<file path="config.mk">
export PLATFORM = sky130hd
export DESIGN_NAME = sigma_delta_decimator
export DESIGN_NICKNAME = d
export VERILOG_FILES = /design/src/rtl/sigma_delta_decimator.sv
export SDC_FILE = /design/constraint.sdc
export NUM_CORES = 1
export LEC_CHECK = 0
export CELL_PAD_IN_SITES_DETAIL_PLACEMENT = 1
export CELL_PAD_IN_SITES_GLOBAL_PLACEMENT = 2
export CORE_UTILIZATION = 42
export CTS_CLUSTER_DIAMETER = 50
export DETAILED_ROUTE_END_ITERATION = 6
export GPL_TIMING_DRIVEN = 1
export PLACE_DENSITY = 0.84
export SLEW_MARGIN = 20
export SYNTH_ARGS = -nofsm -noshare
export SYNTH_HDL_FRONTEND = slang
export SYNTH_SLANG_ARGS = --single-unit
</file>
<file path="constraint.sdc">
create_clock -name CLK -period 8.2 [get_ports CLK]
set_input_delay 2.46 -clock CLK [delete_from_list [all_inputs] [get_ports CLK]]
set_output_delay 2.46 -clock CLK [all_outputs]
set_load 0.02 [all_outputs]
</file>
<file path="src/rtl/sigma_delta_decimator.sv">
// 1-bit sigma-delta bitstream to offset-binary samples through a sinc^3 CIC decimator.
// Define SDADC_SYNC_EN to put a 2-flop synchronizer in front of BITin for asynchronous sources.
module sigma_delta_decimator #(
  parameter int LOG2R = 6,
  parameter int MSBO  = 11
) (
  input  logic          CLK,
  input  logic          RESET,
  input  logic          CEN,
  input  logic          BITin,
  output logic          FBout,
  output logic [MSBO:0] DATAout,
  output logic          DATAvalid
);

  localparam int W     = 3*LOG2R + 1;
  localparam int SHIFT = 3*LOG2R - MSBO - 1;
  localparam int QW    = W - SHIFT;
  localparam logic [LOG2R-1:0] CNT_ONE  = 1;
  localparam logic [W-1:0]     LSB_MASK = (W'(1) << SHIFT) - W'(1);

  generate
    if (LOG2R < 2 || LOG2R > 10 || MSBO + 1 > 3*LOG2R) begin : g_param_check
      $error("sigma_delta_decimator: need 2 <= LOG2R <= 10 and MSBO+1 <= 3*LOG2R");
    end
  endgenerate

  logic acc_bit;

`ifdef SDADC_SYNC_EN
  logic [1:0] sync_ff;

  always_ff @(posedge CLK) begin
    if (RESET) sync_ff <= '0;
    else       sync_ff <= {sync_ff[0], BITin};
  end

  assign acc_bit = sync_ff[1];
`else
  assign acc_bit = BITin;
`endif

  logic [W-1:0]     i1, i2, i3, d1, d2, d3;
  logic [W-1:0]     c1, c2, c3, bit_ext;
  logic [LOG2R-1:0] cnt;
  logic [1:0]       warm;
  logic [QW-1:0]    q;
  logic [MSBO:0]    q_sat;
  logic             unused_lsbs;

  assign bit_ext = {{(W-1){1'b0}}, acc_bit};
  assign c1      = i3 - d1;
  assign c2      = c1 - d2;
  assign c3      = c2 - d3;
  assign q       = c3[W-1:SHIFT];
  // Only an all-ones input frame reaches the extra top bit; clamp it to full scale.
  assign q_sat   = q[QW-1] ? '1 : q[MSBO:0];
  assign unused_lsbs = ^(c3 & LSB_MASK);

  always_ff @(posedge CLK) begin
    if (RESET) begin
      i1        <= '0;
      i2        <= '0;
      i3        <= '0;
      d1        <= '0;
      d2        <= '0;
      d3        <= '0;
      cnt       <= '0;
      warm      <= '0;
      FBout     <= 1'b0;
      DATAout   <= '0;
      DATAvalid <= 1'b0;
    end else begin
      DATAvalid <= 1'b0;
      if (CEN) begin
        FBout <= acc_bit;
        i1    <= i1 + bit_ext;
        i2    <= i2 + i1;
        i3    <= i3 + i2;
        cnt   <= cnt + CNT_ONE;
        // The first three ticks only prime the comb delays.
        if (cnt == '1) begin
          d1 <= i3;
          d2 <= c1;
          d3 <= c2;
          if (warm == 2'd3) begin
            DATAout   <= q_sat;
            DATAvalid <= 1'b1;
          end else begin
            warm <= warm + 2'd1;
          end
        end
      end
    end
  end

endmodule

</file>
==> qor.yml <==
critical_path:
  crit_top_cell: "ha_1"
  crit_fanout: 12
  critPathLaunchType: "flip-flop"
  critPathMaxStageDelay_ns: 0.40
  cp-end-kind: "flip-flop"
  arrival_ns: 5.80
  worst-setup-path-type: "reg -> reg"
  crit_required_ns: 8.47
  critPathBufInv: 3
  critPathSlowestCell: "fa_1"
  cp_top_family: "compound AO/OA/AOI/OAI gates"
finish:
  insertedDiodeCount: 0
  final_common_cell: "nand2_1"
  syn_to_final_growth_pct: 11.4
  drive_above_1_share_pct: 5.92
  nets: 1237
  most-common-layout-cells: "nand2_1, dfxtp_1, nor2_1"
global_routing:
  grt_pass1_vias: 7616
  overflow: 0
  grt_pass1_wl_mm: 36.7
  antenna_found_initial: 0
  grt_use_total_pct: 20.6
  grt_max_degree: 83
route:
  antenna_left: 0
  wirelength_mm: 21.6
  first_pass_iters: 4
  drt_iter0_markers: 238
  drcViolationCount: 0
  vias_per_cell: 5.39
  wire_per_inst_um: 15.2
  num_vias: 7674
clocking:
  root_buffer: "clkbuf_16"
  cts_max_level: 4
  cts_setup_buffers: 0
  numCtsBuffers: 17
  clk_pin_slew_ns: 0.06
  ctsHoldBuffers: 0
  clk_latency_ns: 0.43
  cts_tree: "yes"
  clockBufferDepth: 2
  cts_resized: 0
  cts_sinks: 136
die:
  dieArea_sq_mm: 0.0221
  core-area_sq_mm: 0.0211
  io-pin-count: 18
  die_width_um: 149
  start_util_pct: 42.9
  row_count: 53
  die_h_um: 149
synthesis:
  yosys_warnings: 0
  synth_edf_count: 0
  synth-seq-area-share_pct: 30.1
  syn-num-nets: 1236
  yosys.area.top_type: "dfxtp_1"
  synth_area_leaders: "dfxtp_1, ha_1, nand2_1"
  synth_cells: 1135
  synthAdderAreaFrac_pct: 13.7
  async_reset_ff_share_pct: 0
  synth_top_family_by_area: "compound AO/OA/AOI/OAI gates"
  yosys.area_share.simple_pct: 20.3
  muxShareOfSynthArea_pct: 2.46
  synth_area_per_cell_sq_um: 7.97
  synth_xor_area_share_pct: 7.55
  synth_area_sq_mm: 0.00905
  synth-compound-area-share_pct: 20.9
  synth_top_area_share_pct: 30.1
  ys_ff_latch: 136
  ys.flop_type: "dfxtp_1"
  synthDistinctLibCells: 71
timing:
  period_share_pct: 67.4
  setup_tns_ns: 0
  period_needed_ns: 5.53
  slew_headroom_pct: 38.6
  slew_viol_final: 0
  skew_ns: 0.0101
  grt_setup_unrepaired: "false"
  setup_violations: 0
  fmax_mhz: 181
  finalHoldViolations: 0
  layout_setup_ws_ns: 2.67
  finalHoldWorstSlack_ns: 0.452
  worst_slew_pin_slew_ns: 0.921
pwr:
  power.leakage_nw: 4.04
  power.density_mw_per_mm2: 193
  vdd_drop_max_mv: 0.126
min_path:
  min_path_type: "reg -> reg"
run:
  drv_cap: 0
placed_design:
  dpl.hpwl_mm: 15.4
  port_buffers: 17
  pre_cts_slack_ns: 2.69
  gp_congestion: 0.796
status:
  status: "completed"
## where the power goes
group          leakage, nW  internal (mW)  switching, mW
logic                 2.65          0.176          0.272
clock network        0.293          0.511          0.316
registers             1.10          0.665        0.00427
total                 4.04           1.35          0.593
## layer usage
| layer | track usage (%) | routed length (um) | up-vias |
|---|---|---|---|
| met3 | 3.21 | 366 | 16 |
| met5 | 0 | 0 | - |
| met4 | 6.12 | 229 | 0 |
| met1 | 27.3 | 11100 | 3641 |
| li1 | - | - | 3968 |
| met2 | 34.3 | 9850 | 49 |
## area by class of cell
type | count | area, sq um
timing repair buffer | 23 | 208
clock buffer | 18 | 429
inverter | 78 | 293
sequential | 136 | 2720
fill | 2551 | 11000
clock inverter | 14 | 199
tap | 275 | 344
multi-input combinational | 880 | 5880
## cell families (layout without fill, tap and decap cells)
group | count (synthesis) | after routing
AND/OR/NAND/NOR | 395 | 395
AO/OA/AOI/OAI | 288 | 288
flip-flops | 136 | 136
buffers and inverters | 119 | 133
adder cells (fa/ha/maj) | 97 | 97
XOR/XNOR | 78 | 78
multiplexers | 22 | 22
## state kept, by name (all words and copies together) (netlist names)
name       flops
i1            19
i3            19
cnt            6
FBout          1
i2            19
d1            19
d3            19
d2            19
warm           2
DATAout       12
DATAvalid      1
## synth_stat cells (all sizes together), types with 3 or more instances
| cell | instances |
|---|---|
| o21a | 13 |
| nand2b | 9 |
| nor2 | 114 |
| xnor2 | 48 |
| nand3 | 21 |
| o21bai | 6 |
| fa | 4 |
| o31a | 6 |
| a211o | 4 |
| and2 | 9 |
| nand2 | 145 |
| ha | 93 |
| xor2 | 30 |
| o41ai | 5 |
| and4 | 4 |
| nand3b | 3 |
| a31oi | 14 |
| buf | 7 |
| nor2b | 9 |
| inv | 78 |
| a21o | 25 |
| a21oi | 114 |
| o311ai | 4 |
| or2 | 5 |
| o21ai | 46 |
| o22ai | 3 |
| and3 | 13 |
| o31ai | 4 |
| clkbuf | 34 |
| a31o | 4 |
| dfxtp | 136 |
| a41oi | 3 |
| o211ai | 4 |
| mux2i | 20 |
| or3 | 7 |
| a211oi | 17 |
| nor3 | 33 |
| nand4 | 11 |
| a21boi | 4 |
## worst paths after layout
kind / start / to / slack, ns / cells past startpoint
hold reg to reg: d3[9]$_SDFFE_PP0P_ / d3[9]$_SDFFE_PP0P_ / 0.45 / 2
setup / recovery: i3[0]$_SDFFE_PP0P_ / DATAout[8]$_SDFFE_PP0P_ / 2.67 / 25
hold / removal: d3[9]$_SDFFE_PP0P_ / d3[9]$_SDFFE_PP0P_ / 0.45 / 2
setup reg to reg: i3[0]$_SDFFE_PP0P_ / DATAout[8]$_SDFFE_PP0P_ / 2.67 / 25
## through the flow
step	std cells	area [sq um]	utilization (%)	power, mW
CTS	1424	10100	47.8	1.97
global route	1424	10100	47.8	2.05
global placement	1392	9450	44.8	1.12
finish	1424	10100	47.8	1.94
detailed placement	1392	9450	44.8	1.13
floorplan	1135	9050	-	1.04
## tightest hold or removal path, stage by stage (launching register included)
cell and delay [ns]:
dfxtp_1 0.31, nand2_1 0.05, a21oi_1 0.05
No activity file was read; power rests on OpenSTA's default activity.
